--- src/rtl/ahb_lite_master.sv ---
// ahb_lite_master: single-master AHB-Lite initiator. Turns a command stream plus
// a write-data stream into pipelined AHB bursts. Returns read beats and one
// completion/error status per command.
module ahb_lite_master #(
  parameter int unsigned ADDR_W = 32,
  parameter int unsigned DATA_W = 32
) (
  input  logic                  h_clk,
  input  logic                  h_resetn,
  input  logic                  cmd_valid,
  output logic                  cmd_ready,
  input  logic [ADDR_W-1:0]     cmd_addr,
  input  logic                  cmd_write,
  input  logic [2:0]            cmd_burst,
  input  logic [2:0]            cmd_size,
  input  logic [4:0]            cmd_len,
  input  logic                  wd_valid,
  output logic                  wd_ready,
  input  logic [DATA_W-1:0]     wd_data,
  input  logic [DATA_W/8-1:0]   wd_strb,
  output logic [ADDR_W-1:0]     h_addr,
  output logic [2:0]            h_burst,
  output logic [2:0]            h_size,
  output logic [1:0]            h_trans,
  output logic                  h_write,
  output logic [DATA_W-1:0]     h_wdata,
  output logic [DATA_W/8-1:0]   h_wstrb,
  input  logic [DATA_W-1:0]     h_rdata,
  input  logic                  h_ready,
  input  logic                  h_resp,
  output logic                  rd_valid,
  output logic [DATA_W-1:0]     rd_data,
  output logic                  rd_last,
  output logic                  done,
  output logic                  done_err
);

  typedef enum logic [2:0] {
    S_IDLE,
    S_ADDR,
    S_LAST,
    S_ABORT,
    S_REJ
  } state_t;

  localparam logic [1:0] TR_IDLE   = 2'b00;
  localparam logic [1:0] TR_BUSY   = 2'b01;
  localparam logic [1:0] TR_NONSEQ = 2'b10;
  localparam logic [1:0] TR_SEQ    = 2'b11;

  state_t              state, state_nxt;
  logic [ADDR_W-1:0]   addr_q, wrap_mask_q, addr_inc, addr_nxt, cmd_mask;
  logic [2:0]          burst_q, size_q;
  logic                write_q, wrap_q;
  logic [4:0]          beats_left_q, cmd_beats;
  logic                first_q, issued_q, dp_active_q, dp_last_q, out_en_q;
  logic                cmd_take, cmd_rej, ap_take, dp_ok, dp_err, fin, fin_err;

  assign h_addr  = addr_q;
  assign h_burst = burst_q;
  assign h_size  = size_q;
  assign h_write = write_q;

  assign cmd_rej = (cmd_size > 3'd2);
  assign dp_err  = dp_active_q && h_resp;

  // Beat count and wrap-boundary mask derived from the incoming command
  always_comb begin
    case (cmd_burst[2:1])
      2'b00:   cmd_beats = (cmd_burst[0] && (cmd_len != '0)) ? cmd_len : 5'd1;
      2'b01:   cmd_beats = 5'd4;
      2'b10:   cmd_beats = 5'd8;
      default: cmd_beats = 5'd16;
    endcase
    cmd_mask = (ADDR_W'(cmd_beats) << cmd_size) - ADDR_W'(1);
  end

  // Next beat address: linear increment, folded into the aligned window for WRAP
  always_comb begin
    addr_inc = addr_q + (ADDR_W'(1) << size_q);
    addr_nxt = wrap_q ? ((addr_q & ~wrap_mask_q) | (addr_inc & wrap_mask_q))
                      : addr_inc;
  end

  // State register
  always_ff @(posedge h_clk) begin
    if (!h_resetn) state <= S_IDLE;
    else           state <= state_nxt;
  end

  // Next-state logic, bus transfer type and handshake strobes
  always_comb begin
    state_nxt = state;
    cmd_ready = 1'b0;
    wd_ready  = 1'b0;
    h_trans   = TR_IDLE;
    cmd_take  = 1'b0;
    ap_take   = 1'b0;
    dp_ok     = 1'b0;
    fin       = 1'b0;
    fin_err   = 1'b0;
    unique case (state)
      S_IDLE: begin
        cmd_ready = out_en_q;
        if (cmd_valid && out_en_q) begin
          cmd_take = 1'b1;
          if (cmd_rej) begin
            state_nxt = S_REJ;
            fin       = 1'b1;
            fin_err   = 1'b1;
          end else begin
            state_nxt = S_ADDR;
          end
        end
      end
      S_ADDR: begin
        // Once a NONSEQ/SEQ has been shown under wait states it is locked,
        // so a late drop of wd_valid cannot retract it.
        if (issued_q || !write_q || wd_valid) h_trans = first_q ? TR_NONSEQ : TR_SEQ;
        else                                  h_trans = first_q ? TR_IDLE : TR_BUSY;
        if (dp_err) begin
          if (h_ready) begin
            fin       = 1'b1;
            fin_err   = 1'b1;
            state_nxt = S_IDLE;
          end else begin
            state_nxt = S_ABORT;
          end
        end else if (h_ready) begin
          dp_ok = dp_active_q;
          if (h_trans[1]) begin
            ap_take  = 1'b1;
            wd_ready = write_q;
            if (beats_left_q == 5'd1) state_nxt = S_LAST;
          end
        end
      end
      S_LAST: begin
        if (dp_err) begin
          if (h_ready) begin
            fin       = 1'b1;
            fin_err   = 1'b1;
            state_nxt = S_IDLE;
          end else begin
            state_nxt = S_ABORT;
          end
        end else if (h_ready) begin
          dp_ok     = 1'b1;
          fin       = 1'b1;
          state_nxt = S_IDLE;
        end
      end
      S_ABORT: begin
        if (h_ready) begin
          fin       = 1'b1;
          fin_err   = 1'b1;
          state_nxt = S_IDLE;
        end
      end
      S_REJ: begin
        state_nxt = S_IDLE;
      end
      default: begin
        state_nxt = S_IDLE;
      end
    endcase
  end

  // Burst bookkeeping, data-phase tracking, write-data and read-return registers
  always_ff @(posedge h_clk) begin
    if (!h_resetn) begin
      out_en_q     <= 1'b0;
      addr_q       <= '0;
      burst_q      <= '0;
      size_q       <= '0;
      write_q      <= 1'b0;
      wrap_q       <= 1'b0;
      wrap_mask_q  <= '0;
      beats_left_q <= '0;
      first_q      <= 1'b0;
      issued_q     <= 1'b0;
      dp_active_q  <= 1'b0;
      dp_last_q    <= 1'b0;
      h_wdata      <= '0;
      h_wstrb      <= '0;
      rd_valid     <= 1'b0;
      rd_data      <= '0;
      rd_last      <= 1'b0;
      done         <= 1'b0;
      done_err     <= 1'b0;
    end else begin
      out_en_q <= 1'b1;
      rd_valid <= 1'b0;
      rd_last  <= 1'b0;
      done     <= fin;
      done_err <= fin_err;

      if (cmd_take && !cmd_rej) begin
        addr_q       <= cmd_addr;
        burst_q      <= cmd_burst;
        size_q       <= cmd_size;
        write_q      <= cmd_write;
        wrap_q       <= !cmd_burst[0] && (cmd_burst[2:1] != 2'b00);
        wrap_mask_q  <= cmd_mask;
        beats_left_q <= cmd_beats;
        first_q      <= 1'b1;
        issued_q     <= 1'b0;
      end

      if (ap_take) begin
        addr_q       <= addr_nxt;
        beats_left_q <= beats_left_q - 5'd1;
        dp_last_q    <= (beats_left_q == 5'd1);
        first_q      <= 1'b0;
        issued_q     <= 1'b0;
        if (write_q) begin
          h_wdata <= wd_data;
          h_wstrb <= wd_strb;
        end
      end else if (h_trans[1] && !h_ready) begin
        issued_q <= 1'b1;
      end

      if (ap_take)      dp_active_q <= 1'b1;
      else if (h_ready) dp_active_q <= 1'b0;

      if (dp_ok && !write_q) begin
        rd_valid <= 1'b1;
        rd_data  <= h_rdata;
        rd_last  <= dp_last_q;
      end
    end
  end

endmodule

--- config.mk ---
export PLATFORM = sky130hd
export DESIGN_NAME = ahb_lite_master
export DESIGN_NICKNAME = d
export VERILOG_FILES = /design/src/rtl/ahb_lite_master.sv
export SDC_FILE = /design/constraint.sdc
export NUM_CORES = 1
export LEC_CHECK = 0
export ABC_AREA = 1
export CAP_MARGIN = 10
export CELL_PAD_IN_SITES_DETAIL_PLACEMENT = 2
export CELL_PAD_IN_SITES_GLOBAL_PLACEMENT = 2
export CORE_MARGIN = 2
export CORE_UTILIZATION = 25
export DETAILED_ROUTE_END_ITERATION = 12
export GPL_TIMING_DRIVEN = 0
export PLACE_DENSITY_LB_ADDON = 0.1
export SYNTH_ARGS = -nofsm -noshare
export SYNTH_HDL_FRONTEND = slang
export SYNTH_SLANG_ARGS = --single-unit
--- constraint.sdc ---
create_clock -name h_clk -period 2.55 [get_ports h_clk]
set_input_delay 0.6375 -clock h_clk [delete_from_list [all_inputs] [get_ports h_clk]]
set_output_delay 0.6375 -clock h_clk [all_outputs]
set_load 0.005 [all_outputs]
==> qor.txt <==
Synth area leaders -> dfxtp_1 40%, o21ai_0 8.3%, nand2_1 7.2%
Fillers -> 3457
Num CTS Buffers -> 17
CP Max Fanout -> 8
Int Pwr -> 4300 µW
Worst R2R Path Depth -> 13
Comb pwr share -> 0.144
Clock sinks -> 148
Synth Instances -> 1063
Layout cells sized above 1 -> 0.119
Hold path cells -> 2
Fmax -> 397 MHz
Synth area leader -> dfxtp_1
P_leak -> 0.00456 µW
Worst-margin pin slew -> 841 ps
Final hold vios -> 0
Top_reg_cell synth -> dfxtp_1
Clk slew on worst S/H paths -> 70 ps
Synthesized net count -> 1196
Largest net degree at the start of global routing -> 19
Initial Util -> 0.252
Max-Cap Viols -> 0
Worst Path Required -> 2850 ps
Vias in the first global route -> 8961
Worst hold margin -> 446 ps
Synth Cell Area -> 7430 µm²
Post-synth EDFFs -> 0
Final wirelength -> 33500 µm
Sequential area share after synthesis -> 0.399
Vias/cell -> 4.83
Final period utilization -> 0.988
Yosys warnings -> 0
CP Capture Type -> flop
Die ar. -> 31100 µm²
Pwr dens -> 528 nW/µm²
Final net count -> 1462
CTS Hold Bufs -> 0
IO buf count -> 230
Top-area cell type share of the netlist area -> 0.399
Status -> finished clean
I/O pin count -> 233
Leading cell types in the layout, fill and taps excluded -> 222 x clkdlybuf4s50_1, 144 x dfxtp_1, 137 x nor2_1, 137 x nand2_1, 130 x inv_1
Critical path class -> reg -> reg
DRC violations left -> 0
Seq pwr share -> 0.415
Setup Viol. Count Final -> 0
Psw -> 1630 µW
Most common cell after layout, fill and taps aside -> clkdlybuf4s50_1
Antenna violations before repair -> 1
Power Total -> 5930 µW
Design area -> 11200 µm²
Gr usage total -> 0.216
Vias -> 8358
Synth cell types -> 52
CTS tree -> done
Worst path arrival time -> 2820 ps
Die width -> 176 µm
Layout overhead on the synthesized area -> 51.2%
Post-DP HPWL -> 25100 µm
Final min period -> 2520 ps
Syn_area_per_cell -> 6.99 µm²
Antenna Diode Count -> 0
Chip height -> 176 µm
FF+latch count, synth -> 148
RSZ-0062 raised after global routing -> true
Std cell rows -> 63
Skew final -> 9.12 ps
Startpoint Class -> flop
Peak supply drop -> 0.000467 V
Final Max Tran Viols -> 0
Total global routing overflow -> 0
Min-delay worst type -> reg -> reg
Clock latency on the worst-skew pair -> 440 ps
Relative slew slack -> 0.439
Setup TNS -> 0 ps
Net Sw Frac -> 0.275
Final ANT Viol Nets -> 0
Wire length per cell -> 19.3 µm
First-pass GRT wire length -> 51200 µm
Pre-antenna DRT Iters -> 4
Clock power share -> 0.441
Core Region -> 29500 µm²
Initial drt markers -> 269
Root buffer cell -> clkbuf_16
Clock Tree Buf Depth -> 2
Final GP Congestion -> 0.841
Htree depth -> 4
DP Area -> 10200 µm²
Post-synth ARST share -> 0
## layout make-up
| class | count | area, µm² | area share |
|---|---|---|---|
| Clock inverter | 12 | 143 | 0.0127 |
| Inverter | 142 | 552 | 0.0491 |
| Buffer | 44 | 221 | 0.0197 |
| Sequential cell | 148 | 2970 | 0.265 |
| Clock buffer | 20 | 457 | 0.0407 |
| Multi-Input combinational cell | 727 | 3950 | 0.352 |
| Timing Repair Buffer | 249 | 2450 | 0.218 |
| Tap cell | 390 | 488 | 0.0434 |
## layer usage
| layer | share of wire | vias up | global-route usage |
|---|---|---|---|
| met1 | 0.45 | 4087 | 0.277 |
| met5 | 0 | - | 0 |
| met2 | 0.49 | 183 | 0.371 |
| met4 | 0.015 | 0 | 0.0585 |
| li1 | - | 4057 | - |
| met3 | 0.045 | 31 | 0.0416 |
## critical path: stages, from the launching register on
cell and delay, ps:
dfxtp_4 380, nor3_4 170, ha_2 250, inv_4 60, fa_2 430, buf_6 140, o21ai_4 130, nand3_2 110
nand2_4 140, nand3_4 140, nor3_2 170, a21oi_1 80, o21ai_0 80, a21oi_1 80
## cell usage after synthesis, types with 13 or more instances
library cell and n:
nand2_1 142, inv_1 136, dfxtp_1 148, nand3_1 58, o21ai_1 16, buf_2 18, nand4_1 13, ha_1 14
nor2_1 141, clkbuf_1 19, nor3_1 32, o21ai_0 123, a21oi_1 90
## stage by stage
| stage | cells | setup slack [ps] | utilization |
|---|---|---|---|
| final | 1732 | 29.5 | 0.381 |
| after detailed placement | 1683 | -820 | 0.347 |
| after floorplan | 1063 | 196 | - |
| after global routing | 1732 | -98.9 | 0.381 |
| after CTS | 1720 | 10.5 | 0.373 |
| after global placement | 1683 | -816 | 0.347 |
## cell families after synthesis
family,share of synthesized area
compound gates,0.202
xor+xnor,0.0141
fa+ha+maj,0.0263
buf+inv,0.104
flops,0.399
mux,0.00135
simple gates,0.254
## power groups by stage
stage / Clock (µW) / Combinational, µW / Sequential [µW]
CTS: 2710 / 839 / 2460
finish: 2610 / 856 / 2460
floorplan: 0 / 362 / 2490
global placement: 0 / 799 / 2510
detailed placement: 0 / 813 / 2510
global route: 2790 / 945 / 2470
## timing repair
item                                    in CTS  in global routing
pin swaps                                    2                 12
endpoints found under the hold margin        0                  0
endpoints found under the setup margin      66                 66
gates resized for setup                     45                 50
buffers inserted                             6                 13
## worst paths after layout
check              start           to  slack, ps
max            h_size[1]         flop         30
min          rd_data[28]  rd_data[28]        450
max reg2reg    h_size[1]         flop         30
min reg2reg  rd_data[28]  rd_data[28]        450
(Power assumes the default switching activity.)
